**config.mk**
```make
export PLATFORM = sky130hd
export DESIGN_NAME = cap_frame_writer
export DESIGN_NICKNAME = d
export VERILOG_FILES = /design/src/rtl/cap_frame_writer_pkg.sv /design/src/rtl/cap_burst_buf.sv /design/src/rtl/cap_frame_writer.sv
export SDC_FILE = /design/constraint.sdc
export NUM_CORES = 1
export LEC_CHECK = 0
export BUFFER_PORTS_ARGS = -buffer_cell sky130_fd_sc_hd__buf_2
export CAP_MARGIN = 25
export CORE_MARGIN = 3
export CORE_UTILIZATION = 59
export DETAILED_ROUTE_END_ITERATION = 8
export GPL_ROUTABILITY_DRIVEN = 0
export GPL_TIMING_DRIVEN = 0
export HOLD_SLACK_MARGIN = 0.08
export PLACE_DENSITY_LB_ADDON = 0.1
export RECOVER_POWER = 100
export SLEW_MARGIN = 20
export SYNTH_ARGS = -nofsm -noshare
export SYNTH_HDL_FRONTEND = slang
export SYNTH_SLANG_ARGS = --single-unit
export TNS_END_PERCENT = 100
```
**constraint.sdc**
```tcl
create_clock -name CLK -period 5.15 [get_ports CLK]
set_clock_uncertainty 0.2 [all_clocks]
set_input_delay 1.03 -clock CLK [delete_from_list [all_inputs] [get_ports CLK]]
set_output_delay 1.03 -clock CLK [all_outputs]
set_load 0.02 [all_outputs]
```
**src/rtl/cap_frame_writer_pkg.sv**
```systemverilog
// Shared definitions for the capture frame writer: FSM encoding and memory byte geometry.
package cap_frame_writer_pkg;

  typedef enum logic [2:0] {
    S_IDLE = 3'd0,
    S_FILL = 3'd1,
    S_ADDR = 3'd2,
    S_DATA = 3'd3,
    S_RESP = 3'd4
  } state_t;

  localparam int PIX_BYTES = 4;
  localparam int ENT_BYTES = 2 * PIX_BYTES;

endpackage

```
**src/rtl/cap_burst_buf.sv**
```systemverilog
// Staging buffer for one burst of FIFO entries; written one entry per cycle,
// read combinationally as 24-bit pixel halves selected by the beat's low bit.
module cap_burst_buf
  import cap_frame_writer_pkg::*;
#(
  parameter int BURST_ENT = 8,
  parameter int IDX_W     = 3
) (
  input  logic             clk,
  input  logic             we,
  input  logic [IDX_W-1:0] waddr,
  input  logic [47:0]      wdata,
  input  logic [IDX_W-1:0] raddr,
  input  logic             rsel,
  output logic [23:0]      rdata
);

  logic [47:0] mem [BURST_ENT];

  always_ff @(posedge clk) begin
    if (we) mem[waddr] <= wdata;
  end

  // Even beats carry the first pixel of the pair, odd beats the second.
  assign rdata = rsel ? mem[raddr][23:0] : mem[raddr][47:24];

endmodule

```
**src/rtl/cap_frame_writer.sv**
```systemverilog
// Drains RGB888 pixel pairs from the capture FIFO and writes each frame to memory
// as bursts of {8'h00,R,G,B} beats, one burst outstanding at a time.
module cap_frame_writer
  import cap_frame_writer_pkg::*;
#(
  parameter int ADDR_W    = 32,
  parameter int BURST_ENT = 8,
  parameter int CNT_W     = 20
) (
  input  logic              CLK,
  input  logic              RST_N,
  input  logic              START,
  input  logic [ADDR_W-1:0] BASE_ADDR,
  input  logic [CNT_W-1:0]  FRAME_ENT,
  input  logic              FIFO_EMPTY,
  input  logic              FIFO_FULL,
  output logic              FIFO_RD,
  input  logic [47:0]       FIFO_DOUT,
  output logic              MEM_AWVALID,
  input  logic              MEM_AWREADY,
  output logic [ADDR_W-1:0] MEM_AWADDR,
  output logic [7:0]        MEM_AWLEN,
  output logic              MEM_WVALID,
  input  logic              MEM_WREADY,
  output logic [31:0]       MEM_WDATA,
  output logic              MEM_WLAST,
  input  logic              MEM_BVALID,
  output logic              MEM_BREADY,
  output logic              BUSY,
  output logic              DONE,
  output logic              OVERFLOW
);

  localparam int ENT_W  = $clog2(BURST_ENT + 1);
  localparam int IDX_W  = (BURST_ENT > 1) ? $clog2(BURST_ENT) : 1;
  localparam int BEAT_W = IDX_W + 1;

  state_t            state_q, state_d;
  logic [ADDR_W-1:0] cur_addr_q;
  logic [CNT_W-1:0]  remaining_q;
  logic [ENT_W-1:0]  rd_cnt_q, cap_cnt_q, burst_n;
  logic [BEAT_W-1:0] beat_q, last_beat;
  logic [8:0]        two_n;
  logic              rd_vld_p1, done_q, ovf_q;
  logic              start_acc, last_burst, w_xfer, b_xfer;
  logic [23:0]       pix;

  function automatic logic [ENT_W-1:0] sat_burst(input logic [CNT_W-1:0] rem);
    if (rem >= CNT_W'(BURST_ENT)) return ENT_W'(BURST_ENT);
    return rem[ENT_W-1:0];
  endfunction

  assign burst_n    = sat_burst(remaining_q);
  assign two_n      = 9'({burst_n, 1'b0});
  assign last_beat  = BEAT_W'(two_n - 9'd1);
  assign last_burst = (remaining_q == CNT_W'(burst_n));
  // A START landing on the DONE cycle belongs to the frame just finished, so drop it.
  assign start_acc  = START && (state_q == S_IDLE) && !done_q;
  assign w_xfer     = MEM_WVALID && MEM_WREADY;
  assign b_xfer     = (state_q == S_RESP) && MEM_BVALID;

  always_ff @(posedge CLK or negedge RST_N) begin
    if (!RST_N) state_q <= S_IDLE;
    else        state_q <= state_d;
  end

  always_comb begin
    state_d     = state_q;
    FIFO_RD     = 1'b0;
    MEM_AWVALID = 1'b0;
    MEM_WVALID  = 1'b0;
    MEM_BREADY  = 1'b0;
    unique case (state_q)
      S_IDLE: begin
        if (start_acc && (FRAME_ENT != '0)) state_d = S_FILL;
      end
      S_FILL: begin
        FIFO_RD = !FIFO_EMPTY && (rd_cnt_q < burst_n);
        if (rd_vld_p1 && ((cap_cnt_q + ENT_W'(1)) == burst_n)) state_d = S_ADDR;
      end
      S_ADDR: begin
        MEM_AWVALID = 1'b1;
        if (MEM_AWREADY) state_d = S_DATA;
      end
      S_DATA: begin
        MEM_WVALID = 1'b1;
        if (MEM_WREADY && (beat_q == last_beat)) state_d = S_RESP;
      end
      S_RESP: begin
        MEM_BREADY = 1'b1;
        if (MEM_BVALID) state_d = last_burst ? S_IDLE : S_FILL;
      end
      default: state_d = S_IDLE;
    endcase
  end

  // p1: FIFO data lands one cycle after the read strobe and is captured here
  always_ff @(posedge CLK or negedge RST_N) begin
    if (!RST_N) begin
      rd_vld_p1   <= 1'b0;
      done_q      <= 1'b0;
      ovf_q       <= 1'b0;
      rd_cnt_q    <= '0;
      cap_cnt_q   <= '0;
      beat_q      <= '0;
      cur_addr_q  <= '0;
      remaining_q <= '0;
    end else begin
      rd_vld_p1 <= FIFO_RD;
      done_q    <= (start_acc && (FRAME_ENT == '0)) || (b_xfer && last_burst);
      if (start_acc)              ovf_q <= 1'b0;
      else if (BUSY && FIFO_FULL) ovf_q <= 1'b1;
      if (FIFO_RD)   rd_cnt_q  <= rd_cnt_q + ENT_W'(1);
      if (rd_vld_p1) cap_cnt_q <= cap_cnt_q + ENT_W'(1);
      if (MEM_AWVALID) beat_q <= '0;
      else if (w_xfer) beat_q <= beat_q + BEAT_W'(1);
      if (start_acc) begin
        cur_addr_q  <= BASE_ADDR;
        remaining_q <= FRAME_ENT;
        rd_cnt_q    <= '0;
        cap_cnt_q   <= '0;
      end else if (b_xfer) begin
        cur_addr_q  <= cur_addr_q + ADDR_W'(ENT_BYTES) * ADDR_W'(burst_n);
        remaining_q <= remaining_q - CNT_W'(burst_n);
        rd_cnt_q    <= '0;
        cap_cnt_q   <= '0;
      end
    end
  end

  cap_burst_buf #(
    .BURST_ENT(BURST_ENT),
    .IDX_W    (IDX_W)
  ) u_buf (
    .clk  (CLK),
    .we   (rd_vld_p1),
    .waddr(cap_cnt_q[IDX_W-1:0]),
    .wdata(FIFO_DOUT),
    .raddr(beat_q[BEAT_W-1:1]),
    .rsel (beat_q[0]),
    .rdata(pix)
  );

  // Payload outputs are forced low outside their valid window so reset shows all zeros.
  assign MEM_AWADDR = MEM_AWVALID ? cur_addr_q : '0;
  assign MEM_AWLEN  = MEM_AWVALID ? 8'(two_n - 9'd1) : 8'd0;
  assign MEM_WDATA  = MEM_WVALID ? {8'h00, pix} : 32'd0;
  assign MEM_WLAST  = MEM_WVALID && (beat_q == last_beat);
  assign BUSY       = (state_q != S_IDLE);
  assign DONE       = done_q;
  assign OVERFLOW   = ovf_q;

endmodule

```
==> metrics.md, run 1 <==
| Metric | Value |
|---|---|
| Total GRT Usage | `a little over a quarter` |
| VDD IR max | `roughly 0.00036 V` |
| Synthesized flop and latch total | `approximately 450` |
| Final hold slack | `approximately 280 ps` |
| Violated checks | `capacitance limit, slew limit` |
| Pwr/cell area | `a little over 500 nW/um^2` |
| Crit Path Category | `flip-flop to output pin` |
| Antenna viol nets, final | `0` |
| Via count | `11800` |
| Sequential area share after synthesis | `approximately 69%` |
| Setup Total Neg Slack | `0 ps` |
| HPWL after detailed placement | `30800 microns` |
| Fin. Hold Viols | `0` |
| Critical Path RT | `about 3900 ps` |
| Synth area leaders | `edfxtp_1, mux4_2, dfrtp_1` |
| Worst-margin pin slew | `around 2900 ps` |
| Horiz. Die Dim | `around 190 microns` |
| DRC | `0` |
| Slew headroom | `-90.9%` |
| Filler instances | `approximately 2200` |
| Setup crit start kind | `flip-flop` |
| Most common cell in the netlist | `edfxtp_1` |
| Fin util | `between 60% and 70%` |
| Met1 usage | `39.1%` |
| Crit path largest cell delay | `370 ps` |
| WL final | `between 40000 and 50000 microns` |
| Post-synth EDFFs | `roughly 380` |
| Initial core utilization | `between 60% and 70%` |
| Crit share post-route | `96.7%` |
| Placed Area | `21300 sq um` |
| Power, Total | `11.4 mW` |
| Root Buffer | `clkbuf_16` |
| Final count of negative-setup-slack endpoints | `0` |
| Post-synth cell types | `69` |
| Longest Clk Path Bufs | `3` |
| Non-Filler Instances | `1872` |
| Fin. max-slew vios | `~170` |
| P&R area growth vs syn | `15.1%` |
| Max Cap Viol | `7` |
| Hold Path Class | `flip-flop to flip-flop` |
| Post-Place Cells | `~1800` |
| Number of H-tree levels | `2` |
| WL/cell | `about 25 microns` |
| Crit path DAT | `~3800 ps` |
| Design area | `22200 sq um` |
| Cell type with the largest total area after synthesis | `edfxtp_1` |
| Post-synthesis instance total | `about 1100` |
| Cells along the critical path | `clkbuf_2 > nor4_4 > and4_2 > buf_2 > nand2_1 > inv_1 > nand2_1 > ha_1 > xor2_1 > and2_1 > o21ai_0 > nor3_2 > clkbuf_2` |
| Worst Slack Setup Final | `170 ps` |
| Worst slack, placed | `566 ps` |
| Fraction of layout cells with a size suffix above 1 | `20.6%` |
| Clock Latency Late Sink | `between 500 and 600 ps` |
| Ys Warns | `0` |
| Main synth FF type | `edfxtp_1` |
| Met2 Use GR | `42.1%` |
| Total gr overflow | `0` |
| Commonest cells post-synth | `edfxtp_1, mux4_2, nand2_1, dfrtp_1, clkbuf_1` |
| Reg clk slew, reported paths | `~60 ps` |
| Slowest CP cell | `ha_1` |
| Busiest grt layer | `met2` |
| Post-synth top area share | `between 50% and 60%` |
| Die area | `34900 sq um` |
| Number of global-route vias before repair | `between 10000 and 15000` |
| Worst Setup End Kind | `output pin` |
| Die height | `187 microns` |
| Core area | `between 30000 and 40000 sq um` |
| Drt pass-1 iters | `6` |
| IO Pins | `around 190` |
| Critical path peak fanout | `9` |
| RSZ-0062 raised after global routing | `false` |
| Fin crit period | `about 5000 ps` |
| Buffers on Ports | `~180` |
| Fin nets | `approximately 1500` |
| Row count | `65` |
| Status | `finished, violations left` |
| Vias per Instance | `about 6.3` |
| Static leakage power | `7.59 nW` |
| Fmax | `around 200 MHz` |
| TritonCTS Sinks | `around 450` |
| Async set-or-reset flop fraction in the synthesized netlist | `between 10% and 20%` |
| Syn avg cell area | `17.1 sq um` |
| DRT iter0 DRCs | `between 1000 and 1500` |
| Cell area after synthesis | `just under 20000 sq um` |
| First-pass GRT wire length | `71100 microns` |
| Global Route met3 Usage | `4.95%` |
| Initial antenna violation count | `4` |
| Largest net degree at the start of global routing | `51` |
| CTS tree | `done` |
| TritonCTS Buffers | `46` |
## layout by cell type (no fill, tap or decap), types with 13 or more instances in the layout
master,synthesis,final
edfxtp_1,384,384
clkbuf_1,49,199
mux4_2,120,120
buf_2,2,76
nand2_1,73,74
dfrtp_1,70,70
clkbuf_16,0,46
nor2_1,43,43
and3_1,37,37
o21ai_0,34,34
a21oi_1,24,24
and2_1,26,20
nand3_1,20,20
inv_1,17,17
nor3_1,17,16
o211ai_1,15,15
nor4_1,15,14
buf_4,12,14
a221o_1,13,13
clkinv_1,0,13
## per-layer routing
| metal | wire length [microns] | up-vias | share of wire (%) |
|---|---|---|---|
| met2 | 22200 | 624 | 48 |
| met4 | 1330 | 4 | 2.9 |
| li1 | - | 5105 | - |
| met3 | 4200 | 104 | 9.0 |
| met5 | 26 | - | 0.056 |
| met1 | 18800 | 5972 | 40 |
## where the power goes
part           total [mW]  internal (mW)  leakage (nW)  switching [mW]
Sequential           4.76           4.42          4.33           0.333
Combinational        3.61           1.55          2.59            2.06
Clock                3.06           1.74         0.670            1.32
Total                11.4           7.72          7.59            3.71
## worst paths after layout
check,cells after the start,from,endpoint,slack [ps]
min,2,cur_addr_q[1],cur_addr_q[1],280
min in group asynchronous,1,RST_N,cur_addr_q[19],480
max reg2reg,5,cap_cnt_q[2],u_buf.mem[4][32],420
min reg2reg,2,cur_addr_q[1],cur_addr_q[1],280
max,13,remaining_q[12],MEM_WLAST,170
max in group asynchronous,2,RST_N,cap_cnt_q[2],990
## cell families after synthesis
| group | after synthesis | synth area share, % |
|---|---|---|
| other | 2 | 0.0389 |
| xor gates and xnor gates | 15 | 0.752 |
| DFF | 454 | 68.8 |
| buffers and inverters | 94 | 2.08 |
| and+or+nand+nor | 281 | 7.84 |
| muxes | 126 | 14.3 |
| adders and majority gates | 13 | 0.881 |
| AOI/OAI and AO/OA | 146 | 5.32 |
## state kept, by name, indices dropped and copies added (netlist names)
register and cells:
beat_q 4, rd_vld_p1 1, u_buf.mem 384, OVERFLOW 1
cur_addr_q 32, DONE 1, cap_cnt_q 4, rd_cnt_q 4
remaining_q 20, state_q 3
## worst max-delay path, delay by kind of cell (launching register included)
family / cells / cell delay (ps)
AOI/OAI and AO/OA: 1 / 110
xor gates and xnor gates: 1 / 150
adders and majority gates: 1 / 370
buffers and inverters: 4 / 810
DFF: 1 / 350
and+or+nand+nor: 6 / 1400
## layout make-up
cell class              count  area (sq um)  share of cell area [%]
multi-input cells         590          5660                    25.5
diodes                      2          5.00                  0.0225
clock inverters            26           189                   0.850
flip-flops and latches    454         13300                    59.8
well taps                 435           544                    2.45
repair buffers            216           950                    4.27
clock buffers              55          1180                    5.33
inverters                  17          63.8                   0.287
plain buffers              77           340                    1.53
## timing repair
action	CTS	global route
resized for setup	1	3
buffers inserted	0	4
hold buffers	0	0
endpoints found under the setup margin	2	2
pin swaps	0	2
No activity file was read; power rests on OpenSTA's default activity.
==> run 2, diff against run 1 <==
Clock period 5.15 ns to 5.3 ns, I/O delays scaled along.
==> run 2 against run 1 <==
  * The run still ends with capacitance limit, slew limit left
  * Worst setup slack improved by 9.3 ps
  * Highest routed layer unchanged
  * Sequential share of layout area barely moved
  * Largest power group unchanged
  * Die area is the same
  * Final cell count stayed put
  * Combinational power decreased by 2%
  * Total power decreased by 2.7%
  * Register-to-register slack better by 150 ps
==> metrics.md, run 2 (same netlist as run 1, synthesis figures left out) <==
| Metric | Value |
|---|---|
| Top Registers | `u_buf.mem: 384 flops, cur_addr_q: 32 flops, remaining_q: 20 flops` |
| TritonCTS Sinks | `~450` |
| Setup crit start kind | `flip-flop` |
| Hold Path Class | `flip-flop to flip-flop` |
| Vias per Instance | `6.29` |
| Clock Latency Late Sink | `between 500 and 600 ps` |
| Fin. max-slew vios | `170` |
| First-pass GRT wire length | `approximately 71000 microns` |
| Worst hold stages | `2` |
| Buffers on Ports | `roughly 180` |
| Top delay family on crit path | `buffers and inverters` |
| Worst-margin pin slew | `approximately 2900 ps` |
| Die height | `about 190 microns` |
| FF-to-FF Start | `cap_cnt_q[2]` |
| Cts hold-fix bufs | `0` |
| Setup Total Neg Slack | `0 ps` |
| Sequential power share | `between 40% and 50%` |
| Crit path largest cell delay | `between 700 and 800 ps` |
| Critical Path RT | `4040 ps` |
| Design area | `between 20000 and 25000 sq um` |
| TritonCTS Buffers | `46` |
| Via count | `between 10000 and 15000` |
| Fraction of layout cells with a size suffix above 1 | `20.9%` |
| CTS tree | `done` |
| Max Cap Viol | `8` |
| Total gr overflow | `0` |
| Fin nets | `1523` |
| Root Buffer | `clkbuf_16` |
| Initial core utilization | `60.6%` |
| Fin util | `between 60% and 70%` |
| Fin. Hold Viols | `0` |
| Hold EP | `cur_addr_q[1]` |
| Number of global-route vias before repair | `between 10000 and 15000` |
| Sw frac | `around 32%` |
| Largest register FFs | `approximately 380` |
| Fmax | `roughly 200 MHz` |
| Sw Pwr | `approximately 3.6 mW` |
| Slowest CP cell | `clkbuf_1` |
| RR Endpoint | `u_buf.mem[4][32]` |
| Number of H-tree levels | `2` |
| Commonest non-fill, non-tap cells in the layout | `edfxtp_1, clkbuf_1, mux4_2` |
| Final hold slack | `around 280 ps` |
| Antenna viol nets, final | `0` |
| WL final | `about 47000 microns` |
| DRT iter0 DRCs | `1072` |
| Core area | `roughly 32000 sq um` |
| Placed Area | `21300 sq um` |
| IO Pins | `about 190` |
| Critical path peak fanout | `10` |
| Total GRT Usage | `26.7%` |
| Crit share post-route | `between 90% and 100%` |
| Initial antenna violation count | `4` |
| VDD IR max | `between 0.0003 and 0.0004 V` |
| Largest register by flop count | `u_buf.mem` |
| Hold Path Origin | `cur_addr_q[1]` |
| Final count of negative-setup-slack endpoints | `0` |
| Longest Clk Path Bufs | `3` |
| Pwr/cell area | `500 nW/um^2` |
| Drt pass-1 iters | `6` |
| Flop-to-flop setup slack | `approximately 570 ps` |
| Most common cell after layout, fill and taps aside | `edfxtp_1` |
| Worst Setup End Kind | `output pin` |
| WL/cell | `24.8 microns` |
| Worst Reg-to-Reg Cells | `5` |
| Status | `finished, violations left` |
| HPWL after detailed placement | `a little over 30000 microns` |
| Largest net degree at the start of global routing | `between 50 and 60` |
| Reg clk slew, reported paths | `approximately 60 ps` |
| Critical Path Most Common Cell | `clkbuf_1` |
| Fin crit period | `5120 ps` |
| DRC | `0` |
| Row count | `65` |
| Horiz. Die Dim | `~190 microns` |
| Static leakage power | `7.61 nW` |
| Clk pwr share | `26.7%` |
| P&R area growth vs syn | `15.1%` |
| Crit Path Category | `flip-flop to output pin` |
| WP buf/inv | `4` |
| Violated checks | `capacitance limit, slew limit` |
| Crit path DAT | `approximately 3900 ps` |
| Die area | `around 35000 sq um` |
| RSZ-0062 raised after global routing | `false` |
| Design internal power | `around 7.5 mW` |
| Cells along the critical path | `clkbuf_1 > clkbuf_1 > clkbuf_1 > mux4_2 > mux4_2 > and2_1 > clkbuf_2` |
| Slew headroom | `-93.0%` |
| Combinational power share | `31.7%` |
run 2: changes by cell type in the layout (fill, tap and decap cells not counted):
cell,before,now
nor3_1,16,17
and2_0,6,5
clkbuf_1,199,194
clkbuf_2,7,12
and2_1,20,21
nor3_2,1,0
run 2: worst max-delay path by stage:
| stage | startpoint | to | cells past startpoint | slack (ps) |
|---|---|---|---|---|
| floorplan | rd_vld_p1 | u_buf.mem[0][0] | 3 | 600 |
| global placement | rd_vld_p1 | u_buf.mem[2][29] | 3 | -2560 |
| detailed placement | beat_q[2] | MEM_WDATA[7] | 7 | 690 |
| CTS | beat_q[2] | MEM_WDATA[7] | 7 | 110 |
| global route | beat_q[2] | MEM_WDATA[7] | 7 | 20 |
| finish | beat_q[2] | MEM_WDATA[12] | 7 | 180 |
run 2: area by class of cell:
cell class,count,area (sq um)
tap,435,544
sequential,454,13300
fill,2198,9660
clock buffer,55,1180
antenna,2,5.00
inverter,17,63.8
multi-input combinational,590,5660
buffer,77,339
clock inverter,26,189
timing repair buffer,216,957
run 2: metal layers:
| layer | track usage (%) | vias up | routed length, microns |
|---|---|---|---|
| met2 | 42.1 | 596 | 22200 |
| li1 | - | 5098 | - |
| met1 | 39.1 | 5984 | 19000 |
| met5 | 0 | - | 26 |
| met3 | 4.95 | 95 | 3950 |
| met4 | 8.05 | 4 | 1340 |
run 2: stage by stage:
stage,power [mW],std cells,setup WS [ps]
after floorplan,7.03,1138,600
after global placement,8.10,1752,-2560
after detailed placement,8.26,1783,686
after CTS,11.2,1864,115
after global routing,11.6,1872,18.3
final,11.1,1872,179
run 2: repair_timing:
| action | in CTS | in global routing |
|---|---|---|
| buffers inserted | 0 | 4 |
| endpoints found under the setup margin | 0 | 2 |
| gates resized for setup | 0 | 2 |
run 2: power by group through the flow:
| stage | combinational (mW) | clock (mW) | sequential [mW] |
|---|---|---|---|
| after floorplan | 2.43 | 0 | 4.60 |
| after global placement | 3.42 | 0 | 4.68 |
| after global routing | 3.79 | 3.16 | 4.67 |
| after detailed placement | 3.59 | 0 | 4.67 |
| after CTS | 3.61 | 3.02 | 4.60 |
| final | 3.52 | 2.97 | 4.62 |
run 2: worst register-to-register path: stages (launching register included):
cell	delay, ps
dfrtp_1	320
clkbuf_1	370
nand2b_1	150
nor2_1	1010
clkbuf_1	1050
clkbuf_1	1220
==> run 3, diff against run 2 <==
Settings changed: PLACE_DENSITY set to 0.79, PLACE_DENSITY_LB_ADDON 0.1 to unset.
==> run 3 against run 2 <==
  * The run still ends with capacitance limit, slew limit left
  * Highest routed layer unchanged
  * Critical path depth grew 5
  * Clock-buffer cell count grew 3
  * Sequential power is essentially flat
  * Cell area grew 0.69%
  * Worst hold slack lost 11 ps
  * Core utilization grew 0.48 points
  * Combinational power grew 5%
==> metrics.md, run 3 (same netlist as run 1, synthesis figures left out) <==
| Metric | Value |
|---|---|
| Status | `finished, violations left` |
| Violated checks | `capacitance limit, slew limit` |
| Cts hold-fix bufs | `0` |
| Top Registers | `u_buf.mem: 384 flops, cur_addr_q: 32 flops, remaining_q: 20 flops` |
| Antenna viol nets, final | `0` |
| Core area | `~32000 sq um` |
| Total GRT Usage | `29.2%` |
| Via count | `12400` |
| Vias per Instance | `between 6 and 7` |
| DRT iter0 DRCs | `between 1500 and 2000` |
| Total gr overflow | `0` |
| Commonest non-fill, non-tap cells in the layout | `edfxtp_1, clkbuf_1, buf_2` |
| Filler instances | `approximately 2000` |
| Most common cell after layout, fill and taps aside | `edfxtp_1` |
| Fin. max-slew vios | `just under 100` |
| Final count of negative-setup-slack endpoints | `0` |
| WL final | `a little over 50000 microns` |
| Busiest grt layer | `met2` |
| IO Pins | `188` |
| Crit path largest cell delay | `roughly 460 ps` |
| TritonCTS Sinks | `between 400 and 500` |
| TritonCTS Buffers | `45` |
| Design area | `between 20000 and 25000 sq um` |
| Setup crit start kind | `flip-flop` |
| Root Buffer | `clkbuf_16` |
| Slowest CP cell | `nor4_4` |
| Initial antenna violation count | `6` |
| Largest register FFs | `about 380` |
| Hold Path Class | `flip-flop to flip-flop` |
| Worst-margin pin slew | `3180 ps` |
| Die area | `about 35000 sq um` |
| Worst Setup End Kind | `output pin` |
| Row count | `65` |
| Slew headroom | `-112%` |
| Placed Area | `around 21000 sq um` |
| Met1 usage | `between 30 and 40%` |
| Crit Path Category | `flip-flop to output pin` |
| Largest register by flop count | `u_buf.mem` |
| Met2 Use GR | `between 40% and 50%` |
| Fmax | `slightly below 200 MHz` |
| Cells along the critical path | `nor4_4 > and4_2 > buf_2 > nand2_1 > inv_1 > nand2_1 > ha_1 > xor2_1 > and2_1 > o21ai_0 > nor3_2 > buf_2` |
| Max Cap Viol | `5` |
| Critical Path RT | `4040 ps` |
| CTS tree | `done` |
| WP buf/inv | `3` |
| Pwr/cell area | `508 nW/um^2` |
| Static leakage power | `7.82 nW` |
| Setup Total Neg Slack | `0 ps` |
| WL/cell | `roughly 27 microns` |
| VDD IR max | `about 0.00042 V` |
| Number of global-route vias before repair | `roughly 13000` |
| Die height | `about 190 microns` |
| Fin. Hold Viols | `0` |
| Largest net degree at the start of global routing | `56` |
| Initial core utilization | `approximately three fifths` |
| Top delay family on crit path | `simple AND/OR/NAND/NOR gates` |
| Horiz. Die Dim | `between 150 and 200 microns` |
| Buffers on Ports | `about 180` |
| Critical path peak fanout | `9` |
| Reg clk slew, reported paths | `60 ps` |
| P&R area growth vs syn | `15.9%` |
| HPWL after detailed placement | `33100 microns` |
| Fraction of layout cells with a size suffix above 1 | `roughly 24%` |
| Power, Total | `~11 mW` |
| Crit share post-route | `a little over nine tenths` |
| Crit path DAT | `between 3000 and 4000 ps` |
| Global Route met3 Usage | `approximately 5.8%` |
| Clock Latency Late Sink | `around 560 ps` |
| Drt pass-1 iters | `6` |
| Longest Clk Path Bufs | `3` |
| Fin nets | `~1500` |
| Number of H-tree levels | `2` |
| DRC | `0` |
| Fin crit period | `between 5000 and 6000 ps` |
| First-pass GRT wire length | `~77000 microns` |
==> run 3: area by class of cell <==
class | instances | area, sq um | area share, %
plain buffers | 77 | 334 | 1.49
flip-flops and latches | 454 | 13300 | 59.4
inverters | 17 | 63.8 | 0.285
repair buffers | 221 | 1080 | 4.84
clock buffers | 58 | 1190 | 5.34
multi-input cells | 590 | 5660 | 25.3
diodes | 4 | 10.0 | 0.0447
clock inverters | 22 | 203 | 0.906
well taps | 435 | 544 | 2.43
==> run 3: layer usage <==
metal | vias up | share of wire [%]
met3 | 166 | 10
met4 | 4 | 4.1
met5 | - | 0.053
met2 | 917 | 49
li1 | 5099 | -
met1 | 6175 | 37
==> run 3: worst min-delay path, stage by stage, from the launching register on <==
cell     delay [ps]
dfrtp_1         330
nand2_1          50
nand2_1          60
==> run 3: where the power goes <==
group / internal (mW) / total [mW] / switching [mW]
clock: 1.70 / 3.04 / 1.34
sequential: 4.30 / 4.64 / 0.337
combinational: 1.59 / 3.70 / 2.11
total: 7.59 / 11.4 / 3.79
==> run 3: final timing paths <==
kind	start	to	slack (ps)	depth (start not counted)
setup reg to reg	rd_vld_p1	u_buf.mem[4][31]	420	5
hold reg to reg	cur_addr_q[1]	cur_addr_q[1]	270	2
setup / recovery	remaining_q[5]	MEM_WLAST	170	12
max in group asynchronous	RST_N	remaining_q[14]	1000	2
min in group asynchronous	RST_N	cur_addr_q[23]	400	1
hold / removal	cur_addr_q[1]	cur_addr_q[1]	270	2
==> run 3: stage by stage <==
| step | hold slack [ps] | instances | utilization (%) | setup slack [ps] |
|---|---|---|---|---|
| 6_report | 272 | 1878 | 70.2 | 165 |
| 5_1_grt | 292 | 1878 | 70.2 | -8.52 |
| 4_1_cts | 164 | 1870 | 71.8 | 18.3 |
| 3_5_place_dp | 255 | 1790 | 67.4 | 665 |
| 3_3_place_gp | 254 | 1752 | 65.2 | -2480 |
| 2_1_floorplan | 238 | 1138 | - | 600 |
==> run 3: what timing repair did <==
item | CTS | global route
gates resized for setup | 1 | 3
setup endpoints to repair | 4 | 2
pin swaps | 0 | 2
buffers inserted | 0 | 1
